==> src/rtl/vga_timing_pipelined.sv <==
// Programmable VGA timing generator with a pixel-request port and a FETCH_LAT-deep
// flag delay line so sync/blanking on the pins line up with returning colour data.
module vga_timing_pipelined #(
  parameter int H_ACTIVE   = 640,
  parameter int H_FRONT    = 16,
  parameter int H_SYNC     = 96,
  parameter int H_BACK     = 48,
  parameter int V_ACTIVE   = 480,
  parameter int V_FRONT    = 10,
  parameter int V_SYNC     = 2,
  parameter int V_BACK     = 33,
  parameter bit HS_POL     = 1'b0,
  parameter bit VS_POL     = 1'b0,
  parameter int COLOR_BITS = 4,
  parameter int FETCH_LAT  = 2,
  parameter int CNT_W      = 11
) (
  input  logic                      clk,
  input  logic                      reset_n,
  input  logic                      pix_en,
  input  logic [3*COLOR_BITS-1:0]   color,
  output logic [CNT_W-1:0]          req_x,
  output logic [CNT_W-1:0]          req_y,
  output logic                      req_active,
  output logic                      line_start,
  output logic                      frame_start,
  output logic                      vga_hs,
  output logic                      vga_vs,
  output logic                      vga_de,
  output logic [COLOR_BITS-1:0]     vga_r,
  output logic [COLOR_BITS-1:0]     vga_g,
  output logic [COLOR_BITS-1:0]     vga_b
);

  localparam int H_TOTAL = H_ACTIVE + H_FRONT + H_SYNC + H_BACK;
  localparam int V_TOTAL = V_ACTIVE + V_FRONT + V_SYNC + V_BACK;

  localparam logic [CNT_W-1:0] H_LAST   = CNT_W'(H_TOTAL - 1);
  localparam logic [CNT_W-1:0] V_LAST   = CNT_W'(V_TOTAL - 1);
  localparam logic [CNT_W-1:0] H_VIS    = CNT_W'(H_ACTIVE);
  localparam logic [CNT_W-1:0] V_VIS    = CNT_W'(V_ACTIVE);
  localparam logic [CNT_W-1:0] HS_FIRST = CNT_W'(H_ACTIVE + H_FRONT);
  localparam logic [CNT_W-1:0] HS_LAST  = CNT_W'(H_ACTIVE + H_FRONT + H_SYNC - 1);
  localparam logic [CNT_W-1:0] VS_FIRST = CNT_W'(V_ACTIVE + V_FRONT);
  localparam logic [CNT_W-1:0] VS_LAST  = CNT_W'(V_ACTIVE + V_FRONT + V_SYNC - 1);

  logic [CNT_W-1:0] x_reg;
  logic [CNT_W-1:0] y_reg;
  logic             hs_a;
  logic             vs_a;
  logic [2:0]       flags_0;
  logic [2:0]       flags_d;

  always_ff @(posedge clk or negedge reset_n) begin
    if (!reset_n) begin
      x_reg <= '0;
      y_reg <= '0;
    end else if (pix_en) begin
      if (x_reg == H_LAST) begin
        x_reg <= '0;
        y_reg <= (y_reg == V_LAST) ? '0 : y_reg + CNT_W'(1);
      end else begin
        x_reg <= x_reg + CNT_W'(1);
      end
    end
  end

  assign req_x       = x_reg;
  assign req_y       = y_reg;
  assign req_active  = (x_reg < H_VIS) && (y_reg < V_VIS);
  assign line_start  = pix_en && (x_reg == '0);
  assign frame_start = pix_en && (x_reg == '0) && (y_reg == '0);

  assign hs_a    = (x_reg >= HS_FIRST) && (x_reg <= HS_LAST);
  assign vs_a    = (y_reg >= VS_FIRST) && (y_reg <= VS_LAST);
  assign flags_0 = {hs_a, vs_a, req_active};

  // Flags ride a shift line matching the memory fetch latency; each stage is its own register.
  generate
    if (FETCH_LAT == 0) begin : g_direct
      assign flags_d = flags_0;
    end else begin : g_delay
      for (genvar gi = 0; gi < FETCH_LAT; gi++) begin : g_stage
        logic [2:0] q_reg;
        if (gi == 0) begin : g_head
          always_ff @(posedge clk or negedge reset_n) begin
            if (!reset_n)    q_reg <= 3'b000;
            else if (pix_en) q_reg <= flags_0;
          end
        end else begin : g_tail
          always_ff @(posedge clk or negedge reset_n) begin
            if (!reset_n)    q_reg <= 3'b000;
            else if (pix_en) q_reg <= g_stage[gi-1].q_reg;
          end
        end
      end
      assign flags_d = g_stage[FETCH_LAT-1].q_reg;
    end
  endgenerate

  always_ff @(posedge clk or negedge reset_n) begin
    if (!reset_n) begin
      vga_hs <= ~HS_POL;
      vga_vs <= ~VS_POL;
      vga_de <= 1'b0;
      vga_r  <= '0;
      vga_g  <= '0;
      vga_b  <= '0;
    end else if (pix_en) begin
      vga_hs <= flags_d[2] ? HS_POL : ~HS_POL;
      vga_vs <= flags_d[1] ? VS_POL : ~VS_POL;
      vga_de <= flags_d[0];
      vga_r  <= flags_d[0] ? color[COLOR_BITS-1:0]              : '0;
      vga_g  <= flags_d[0] ? color[2*COLOR_BITS-1:COLOR_BITS]   : '0;
      vga_b  <= flags_d[0] ? color[3*COLOR_BITS-1:2*COLOR_BITS] : '0;
    end
  end

endmodule

==> config.mk <==
export PLATFORM = sky130hd
export DESIGN_NAME = vga_timing_pipelined
export DESIGN_NICKNAME = d
export VERILOG_FILES = /design/src/rtl/vga_timing_pipelined.sv
export SDC_FILE = /design/constraint.sdc
export NUM_CORES = 1
export LEC_CHECK = 0
export ABC_AREA = 1
export BUFFER_PORTS_ARGS = -buffer_cell sky130_fd_sc_hd__buf_2
export CAP_MARGIN = 25
export CORE_ASPECT_RATIO = 0.7
export CORE_MARGIN = 5
export CORE_UTILIZATION = 35
export CTS_CLUSTER_SIZE = 28
export DETAILED_ROUTE_END_ITERATION = 10
export GPL_TIMING_DRIVEN = 0
export MAX_ROUTING_LAYER = met4
export SLEW_MARGIN = 0
export SYNTH_ARGS = -nofsm -noshare
export SYNTH_HDL_FRONTEND = slang
export SYNTH_SLANG_ARGS = --single-unit
==> constraint.sdc <==
create_clock -name clk -period 1.3 [get_ports clk]
set_input_delay 0.065 -clock clk [delete_from_list [all_inputs] [get_ports clk]]
set_output_delay 0.065 -clock clk [all_outputs]
set_load 0.01 [all_outputs]
# ---- Word-level counts from Yosys, hierarchy flattened
# Index checks and enable logic that the tools add are counted.
dict set report op_classes {
  n_addsub 2
  magnitude_cmp 6
  n_eq_ne 2
  n_mux 7
  reduce_logical 8
}
# operator n
set ops {}
lappend ops {{$add A11 B1 Y11 const B} 2}
lappend ops {{$eq A11 B10 Y1 const B} 2}
lappend ops {{$logic_not A11 Y1} 2}
lappend ops {{$mux W11} 2}
lappend ops {{$mux W4} 3}
lappend ops {{$ge A11 B10 Y1 const B} 1}
lappend ops {{$ge A11 B9 Y1 const B} 1}
lappend ops {{$le A11 B10 Y1 const B} 1}
lappend ops {{$le A11 B9 Y1 const B} 1}
lappend ops {{$lt A11 B10 Y1 const B} 1}
lappend ops {{$lt A11 B9 Y1 const B} 1}
lappend ops {{$logic_and A1 B1 Y1} 5}
lappend ops {{$mux W1} 2}
lappend ops {{$reduce_and A2 Y1} 1}
dict set report totals {
  reg_bits 43
  wordCells 35
}

# ---- Longest topological paths before layout
# Gate-level depths: netlist (run 1).
dict set report logic_depth {
  ltp_word 3
  ltp_mapped 9
}

# ---- Least setup slack after synthesis (run 1)
# OpenSTA, ideal clock, no wires.
dict set report synth_timing {
  path_kind {reg2reg}
  from {register x_reg[0], in the netlist req_x[0]}
  to {register y_reg[7], in the netlist req_y[7]}
  setup_ns 0.123
  arrival_time_ns 1.262
  required_ns 1.177
  slack_ns -0.085
  stages_incl_launch_ff 8
  period_less_slack_ns 1.385
  path_cell_list {dfrtp_1 > ha_1 > inv_1 > nor2_8 > nand4_4 > buf_6 > nand2_1 > o21ai_1}
}
dict set report synth_between {
  elab_chain_cells 2
}
# item line
set synth_lines {}
lappend synth_lines {{from (decl)} 47} ;# logic [CNT_W-1:0] x_reg;
lappend synth_lines {{from (signal assigned)} 63} ;# x_reg <= x_reg + CNT_W'(1);
lappend synth_lines {{$eq A11 B10 Y1} 59} ;# if (x_reg == H_LAST) begin
lappend synth_lines {{$reduce_and A2 Y1 (no line)} n/a}
lappend synth_lines {{to (signal assigned)} 61} ;# y_reg <= (y_reg == V_LAST) ? '0 : y_reg + CNT_W'(1);
lappend synth_lines {{to (decl)} 48} ;# logic [CNT_W-1:0] y_reg;
# Every way passes these cells.
# A chain may end at the register's enable or synchronous reset.

# ---- Worst setup path in the final report (run 1)
dict set report layout_timing {
  from {register x_reg[0], in the netlist req_x[0]}
  to {output frame_start}
}
dict set report layout_between {
  elab_chain_cells 3
}
# item line
set layout_lines {}
lappend layout_lines {{$logic_not A11 Y1} 72} ;# assign frame_start = pix_en && (x_reg == '0) && (y_reg == '0);
lappend layout_lines {{$logic_and A1 B1 Y1 (2 in a row)} 72}
lappend layout_lines {{to (decl)} 26} ;# output logic frame_start,
# Every way passes these cells.

==> impl_metrics.yaml, run 1 <==
setup_path:
  worstReg2RegEnd: "req_y[0]"
  regToRegSetupSlack_ns: -0.16
  critPathLaunch: "req_x[0]"
  critical_path_depth: 6
  critical_path.max_fanout: 3
  cp_num_buf_inv: 2
  max_stage_delay_ns: 0.42
  arrival_ns: 1.46
  r2r-start: "req_x[1]"
  cp_slowest_cell: "dfrtp_1"
  crit_family: "flip-flops"
  crit_type: "reg2out"
  cp.required_ns: 1.24
  worstPathCellList: "inv_2 -> ha_4 -> nand3_4 -> nor3_4 -> nor2b_4 -> buf_6"
  worstRegToRegCells: 8
  start_kind: "flop"
  endpoint_kind: "output port"
  crit_end: "frame_start"
global_route:
  grt_pass1_wl_mm: 11.6
  grt_usage_pct: 17.5
  grt_pass1_vias: 2379
  grt_overflow: 0
  grt_max_degree: 44
  antenna_found_initial: 0
timing:
  rsz0062_at_grt: "yes"
  fmax_mhz: 656
  finalClockSkew_ns: 0.00423
  tightest_slew_ns: 0.428
  slew_headroom_pct: 71.5
  tns_ns: -2.57
  hold_viol_final: 0
  finalSetupViolations: 23
  finalCritPeriodShare_pct: 117
  hold_ws_ns: 0.117
  setup_slack_ns: -0.224
  period_minus_slack_ns: 1.52
  slew_viol_final: 0
synth:
  synthSimpleGateAreaFrac_pct: 36.4
  synth_top_family_by_area: "simple AND/OR/NAND/NOR gates"
  muxShareOfSynthArea_pct: 0
  synthXorXnorAreaFrac_pct: 3.00
  synth-seq-cells: 43
  synth_warnings: 0
  synth_nets: 325
  synth.yosys.seq_area_share_pct: 46.2
  netlist_area_um2: 2330
  yosys-top-cells-area: "dfrtp_1, nand2_1, nand3_1"
  postSynthAreaPerCell_um2: 7.63
  synth_cell_types: 32
  synth-compound-area-share_pct: 4.93
  synth_top_area_share_pct: 44.0
  yosysTopAreaCell: "dfrtp_1"
  synthAdderAreaFrac_pct: 2.14
  netlist_instances: 306
die:
  start_util_pct: 36.7
  die_area_um2: 8430
  ios: 55
  core-area_um2: 6370
  rows: 24
  die_y_um: 78.3
  chipWidth_um: 108
clock_network:
  clock_path_buffers: 2
  cts_inserted_buffers: 5
  clock-root-buffer: "clkbuf_8"
  cts_tree: "built"
  h-tree-depth: 2
  clk_pin_slew_ns: 0.09
  cts_sinks: 43
  insertion_delay_ns: 0.30
pwr:
  power_mw: 3.98
  irDropWorstVdd_v: 0.000546
  p_per_area_nw_per_um2: 1150
  p_leak_nw: 1.78
layout:
  fin_area_um2: 3450
  fin_nets: 433
  diodes: 0
  drive_gt1_share_pct: 40.0
  finalNonFillerCells: 506
  num-fill-cells: 637
  register_area_um2: 1090
  multi_input_area_um2: 1250
  syn_to_final_growth_pct: 47.7
placed_design:
  dp.cells: 451
  place_congestion: 0.893
  placed_cell_area_um2: 2730
  dp_hpwl_mm: 4.49
  portBuffers: 54
detailed_routing:
  num_vias: 2424
  drcViolationCount: 0
  wirelength_mm: 6.91
  first_pass_iters: 4
  vias_per_cell: 4.79
  wl_per_cell_um: 13.7
  drt_iter0_drc: 179
  postRouteAntennaNets: 0
flow_run:
  cap_viol_max_count: 0
hold_path:
  holdCritPathClass: "in2async"
status:
  violations: "negative setup slack"
  status: "complete, but fails checks"
## through the flow
stage	setup slack (ns)	util, %
2_1_floorplan	-0.0301	-
3_3_place_gp	-0.184	42.8
3_5_place_dp	-0.198	42.8
4_1_cts	-0.247	51.5
5_1_grt	-0.301	54.1
6_report	-0.224	54.1
## worst reg2reg max path, cell delays in order, from the launching register on
cell,delay (ns)
dfrtp_1,0.38
buf_4,0.14
ha_4,0.14
inv_4,0.05
nor2_8,0.15
nand4_4,0.19
buf_6,0.19
nand2_1,0.05
o21ai_1,0.06
## logic make-up (layout without fill, tap and decap cells)
kind of cell,Yosys count,in the layout
buffers and inverters,42,151
adder cells (fa/ha/maj),4,4
flip-flops,43,43
AND/OR/NAND/NOR,188,188
XOR/XNOR,8,8
AO/OA/AOI/OAI,21,21
## cell type report
type,instances,share of cell area (%)
well taps,91,3.30
multi-input cells,221,36.3
repair buffers,102,20.2
clock inverters,3,1.38
inverters,34,3.85
plain buffers,7,1.16
clock buffers,5,2.00
flip-flops and latches,43,31.8
## where the power goes
part / switching, mW / leakage [nW] / total, mW / internal, mW
logic: 0.727 / 1.18 / 1.28 / 0.556
clock network: 0.510 / 0.0587 / 1.09 / 0.583
registers: 0.144 / 0.539 / 1.60 / 1.46
total: 1.38 / 1.78 / 3.98 / 2.60
## worst min-delay path by stage
stage	end	depth (start not counted)
finish	req_y[0]	2
global placement	req_x[8]	1
CTS	vga_vs	4
global route	req_y[0]	2
detailed placement	req_x[10]	1
floorplan	flags_d[0]	0
## routing by layer
layer	global-route usage [%]	part of all wire (%)
met1	24.1	47
met2	27.4	46
met3	3.69	6.2
met4	2.27	0.49
met5	-	0
## Yosys cell counts, drive strengths merged
cell type / instances
clkbuf: 3
nand4: 10
dfstp: 2
a21oi: 2
nor3: 6
nand3: 29
nand2: 111
xnor2: 1
inv: 34
o31ai: 1
o211ai: 1
nor2b: 1
nor2: 29
o21ai: 15
xor2: 7
dfrtp: 41
ha: 4
buf: 5
o21bai: 2
nand3b: 2
## cells in the final DEF (no fill, tap or decap), types with 5 or more instances in the layout
cell | Yosys | routed
clkbuf_8 | 0 | 5
nand2_2 | 2 | 11
nand4_1 | 9 | 9
nor2_1 | 24 | 16
o21ai_0 | 9 | 6
buf_2 | 2 | 55
nand2_1 | 108 | 99
buf_6 | 1 | 6
nor2_4 | 1 | 6
nor2_2 | 3 | 6
xor2_1 | 7 | 7
nand3_1 | 29 | 24
dfrtp_1 | 41 | 28
dfrtp_2 | 0 | 13
buf_4 | 1 | 31
inv_2 | 3 | 10
inv_1 | 31 | 22
dlygate4sd3_1 | 0 | 13
o21ai_1 | 6 | 9
## repair_timing
action | CTS | global route
gates resized for setup | 36 | 32
pin swaps | 16 | 12
hold buffers | 13 | 0
endpoints found under the hold margin | 53 | 0
gates cloned | 1 | 0
buffers inserted | 28 | 6
endpoints found under the setup margin | 18 | 26
Power figures use the tool's default switching activity.
==> inputs of run 2 (changes only) <==
--- a/config.mk
+++ b/config.mk
@@ -10,7 +10,7 @@
 export CAP_MARGIN = 25
 export CORE_ASPECT_RATIO = 0.7
 export CORE_MARGIN = 5
-export CORE_UTILIZATION = 35
+export CORE_UTILIZATION = 36
 export CTS_CLUSTER_SIZE = 28
 export DETAILED_ROUTE_END_ITERATION = 10
 export GPL_TIMING_DRIVEN = 0
==> impl_metrics.yaml, run 2 (synthesized netlist as in run 1, its figures left out) <==
layout:
  finalNonFillerCells: 487
  final_cell_mix: "nand2_1, buf_2, dfrtp_1, nand3_1, buf_4"
  num-fill-cells: 594
  layout_commonest_cell: "nand2_1"
  drive_gt1_share_pct: 37.9
  fin_nets: 427
  diodes: 0
  syn_to_final_growth_pct: 43.9
global_route:
  grt_usage_pct: 16.4
  grt_pass1_vias: 2152
  grt_overflow: 0
  antenna_found_initial: 0
  grt_pass1_wl_mm: 10.7
  grt_max_degree: 44
setup_path:
  worstRegToRegCells: 8
  crit_type: "reg2reg"
  arrival_ns: 1.73
  critical_path.max_fanout: 7
  worstReg2RegEnd: "req_y[7]"
  endpoint_kind: "flop"
  r2r-start: "req_x[9]"
  start_kind: "flop"
  cp.required_ns: 1.48
  regToRegSetupSlack_ns: -0.25
pwr:
  irDropWorstVdd_v: 0.000600
  power_mw: 3.95
  p_leak_nw: 1.78
  p_per_area_nw_per_um2: 1180
timing:
  hold_viol_final: 0
  rsz0062_at_grt: "yes"
  slew_viol_final: 0
  slew_headroom_pct: 70.4
  finalClockSkew_ns: 0.00654
  fmax_mhz: 644
  finalCritPeriodShare_pct: 119
  finalSetupViolations: 23
  tightest_slew_ns: 0.444
  hold_ws_ns: 0.00508
  period_minus_slack_ns: 1.55
  setup_slack_ns: -0.252
detailed_routing:
  num_vias: 2357
  vias_per_cell: 4.84
  drcViolationCount: 0
  first_pass_iters: 4
  drt_iter0_drc: 106
  postRouteAntennaNets: 0
  wirelength_mm: 6.85
  wl_per_cell_um: 14.1
placed_design:
  place_congestion: 0.863
  dp_hpwl_mm: 4.49
  dp.cells: 438
  portBuffers: 54
die:
  chipWidth_um: 106
  rows: 24
  core-area_um2: 6280
  ios: 55
  start_util_pct: 37.2
  die_area_um2: 8220
  die_y_um: 77.4
clock_network:
  cts_sinks: 43
  clock-root-buffer: "clkbuf_8"
  cts_inserted_buffers: 5
  clk_pin_slew_ns: 0.09
  cts_tree: "built"
  clock_path_buffers: 2
  insertion_delay_ns: 0.30
  h-tree-depth: 2
status:
  violations: "negative setup slack"
  status: "complete, but fails checks"
flow_run:
  cap_viol_max_count: 0
hold_path:
  hold_start: "color[6]"
  holdCritPathClass: "in2reg"
  min_to: "vga_g[2]"
  hold_depth: 3
-- run 2: how the worst max path moves through the flow --
stage               cells after the start      from     endpoint
finish                                  8  req_x[9]     req_y[7]
global route                            7  req_y[1]  frame_start
CTS                                     6  req_x[1]  frame_start
detailed placement                      7  req_x[5]     req_y[5]
global placement                        7  req_x[5]     req_y[5]
floorplan                               7  req_x[0]     req_y[7]
-- run 2: repair_timing --
action | CTS | global route
buffers inserted | 16 | 13
gates resized for setup | 17 | 42
hold endpoints to repair | 51 | 0
hold buffers | 11 | 0
setup endpoints to repair | 18 | 26
gates cloned | 1 | 0
pin swaps | 6 | 8
-- run 2: critical path, cell delays in order (launching register included) --
cell and delay [ns]:
dfrtp_1 0.42, buf_6 0.13, nand2_4 0.06, buf_6 0.12
nor2_4 0.19, nand4_4 0.20, buf_6 0.19, nand2_1 0.05
o21ai_1 0.06
-- run 2: stage by stage --
| stage | utilization (%) | cell area [µm²] | worst slack (ns) | setup TNS, ns |
|---|---|---|---|---|
| after floorplan | - | 2340 | -0.0301 | -0.236 |
| after global placement | 43.2 | 2710 | -0.179 | -1.87 |
| after detailed placement | 43.2 | 2710 | -0.180 | -1.97 |
| after CTS | 49.6 | 3120 | -0.279 | -3.53 |
| after global routing | 53.5 | 3360 | -0.346 | -5.80 |
| final | 53.5 | 3360 | -0.252 | -3.94 |
-- run 2: layout make-up --
type / count / area (µm²) / share of cell area [%]
Buffer: 7 / 40.0 / 1.19
Clock inverter: 3 / 43.8 / 1.30
Inverter: 34 / 138 / 4.10
Timing Repair Buffer: 96 / 659 / 19.6
Sequential cell: 43 / 1090 / 32.5
Tap cell: 78 / 97.6 / 2.91
Multi-Input combinational cell: 221 / 1220 / 36.4
Clock buffer: 5 / 68.8 / 2.05
-- run 2: routing by layer --
layer  share of wire [%]  track usage (%)  up-vias
met1                  48             24.4     1121
met3                 4.8             3.07        2
met4                0.15             1.55        0
met5                   0                -        -
li1                    -                -     1172
met2                  47             24.3       62
-- run 2: where the power goes --
group          internal, mW  switching [mW]
Clock                 0.573           0.492
Combinational         0.556           0.691
Sequential             1.46           0.179
Total                  2.59            1.36
==> inputs of run 3 (changes only) <==
--- a/config.mk
+++ b/config.mk
@@ -15,6 +15,7 @@
 export DETAILED_ROUTE_END_ITERATION = 10
 export GPL_TIMING_DRIVEN = 0
 export MAX_ROUTING_LAYER = met4
+export SKIP_CTS_REPAIR_TIMING = 1
 export SLEW_MARGIN = 0
 export SYNTH_ARGS = -nofsm -noshare
 export SYNTH_HDL_FRONTEND = slang
==> impl_metrics.yaml, run 3 (synthesized netlist as in run 1, its figures left out) <==
global_route:
  antenna_found_initial: 0
  grt_usage_pct: 15.3
  grt_pass1_wl_mm: 10.0
  grt_pass1_vias: 2003
  grt_max_degree: 44
  grt_overflow: 0
layout:
  num-fill-cells: 619
  layout_commonest_cell: "nand2_1"
  fin_nets: 403
  drive_gt1_share_pct: 30.9
  register_area_um2: 1090
  final_cell_mix: "nand2_1, buf_2, dfrtp_1, nand3_1, inv_1"
  diodes: 0
  multi_input_area_um2: 1170
  fin_area_um2: 3090
  syn_to_final_growth_pct: 32.4
timing:
  slew_headroom_pct: 70.6
  tightest_slew_ns: 0.441
  slew_viol_final: 0
  hold_viol_final: 4
  period_minus_slack_ns: 1.58
  finalCritPeriodShare_pct: 122
  setup_slack_ns: -0.280
  fmax_mhz: 633
  tns_ns: -4.11
  finalClockSkew_ns: 0.00323
  finalSetupViolations: 22
  hold_ws_ns: -0.0146
  rsz0062_at_grt: "yes"
placed_design:
  placed_cell_area_um2: 2710
  portBuffers: 54
  place_congestion: 0.863
  dp_hpwl_mm: 4.49
setup_path:
  worstRegToRegCells: 8
  critical_path.max_fanout: 4
  crit_type: "reg2out"
  start_kind: "flop"
  endpoint_kind: "output port"
  max_stage_delay_ns: 0.42
  r2r-start: "req_x[0]"
  cp.required_ns: 1.24
  worstPathCellList: "inv_2 -> ha_4 -> nand3_4 -> nor3_4 -> nor2b_4 -> buf_6"
  cp_slowest_cell: "dfrtp_1"
  worstReg2RegEnd: "req_y[7]"
  regToRegSetupSlack_ns: -0.24
  arrival_ns: 1.51
clock_network:
  cts_sinks: 43
  clk_pin_slew_ns: 0.09
  insertion_delay_ns: 0.30
  h-tree-depth: 2
  clock_path_buffers: 2
  cts_inserted_buffers: 5
  clock-root-buffer: "clkbuf_8"
  cts_tree: "built"
detailed_routing:
  vias_per_cell: 4.85
  wl_per_cell_um: 13.6
  drt_iter0_drc: 126
  num_vias: 2244
  postRouteAntennaNets: 0
  wirelength_mm: 6.31
  first_pass_iters: 5
  drcViolationCount: 0
hold_path:
  hold_depth: 3
  hold_start: "color[1]"
  min_to: "vga_r[1]"
  holdCritPathClass: "in2reg"
die:
  start_util_pct: 37.2
  die_area_um2: 8220
  die_y_um: 77.4
  rows: 24
  core-area_um2: 6280
  ios: 55
  chipWidth_um: 106
flow_run:
  cap_viol_max_count: 0
pwr:
  p_per_area_nw_per_um2: 1170
  p_leak_nw: 1.63
  irDropWorstVdd_v: 0.000548
status:
  violations: "negative hold slack, negative setup slack"
  status: "complete, but fails checks"
## run 3: changes by cell type in the layout (fill, tap and decap cells not counted), sizes merged
cell / previous run / this run
buf: 90 / 70
dlygate4sd3: 11 / 7
## run 3: worst max path at each step
stage                       end  startpoint  cells after the start
finish              frame_start    req_x[0]                      6
global placement       req_y[5]    req_x[5]                      7
CTS                 frame_start    req_x[0]                      6
floorplan              req_y[7]    req_x[0]                      7
detailed placement     req_y[5]    req_x[5]                      7
global route        frame_start    req_x[1]                      6
## run 3: layer usage
layer	up-vias	track usage [%]	wire, µm	share of wire, %
met2	66	21.8	2740	43
met1	1045	23.3	3220	51
met3	6	3.40	321	5.1
met5	-	-	0	0
li1	1127	-	-	-
met4	0	1.16	23	0.36
## run 3: metrics by stage
step / hold WS [ns] / cells / setup slack [ns] / util (%) / power, mW
2_1_floorplan: -0.231 / 306 / -0.0301 / - / 2.11
3_3_place_gp: 0.286 / 438 / -0.179 / 43.2 / 2.41
3_5_place_dp: 0.285 / 438 / -0.180 / 43.2 / 2.41
4_1_cts: -0.0374 / 446 / -0.388 / 45.0 / 3.48
5_1_grt: 0.00121 / 463 / -0.380 / 49.2 / 3.83
6_report: -0.0146 / 463 / -0.280 / 49.2 / 3.61
## run 3: critical path, delay by kind of cell, from the launching register on
kind | cells | cell delay, ns
simple gates | 3 | 0.43
fa+ha+maj | 1 | 0.15
flops | 1 | 0.42
buf+inv | 2 | 0.21
## run 3: cell type report
cell class | count | share of cell area (%)
Inverter | 34 | 4.21
Clock buffer | 5 | 2.23
Sequential cell | 43 | 35.2
Multi-Input combinational cell | 221 | 37.9
Buffer | 7 | 1.30
Tap cell | 78 | 3.16
Clock inverter | 3 | 1.42
Timing Repair Buffer | 72 | 14.6
## run 3: where the power goes
part           internal (mW)  switching (mW)  total (mW)
Clock                  0.573           0.490        1.06
Sequential              1.46           0.178        1.64
Combinational          0.335           0.571       0.906
Total                   2.37            1.24        3.61
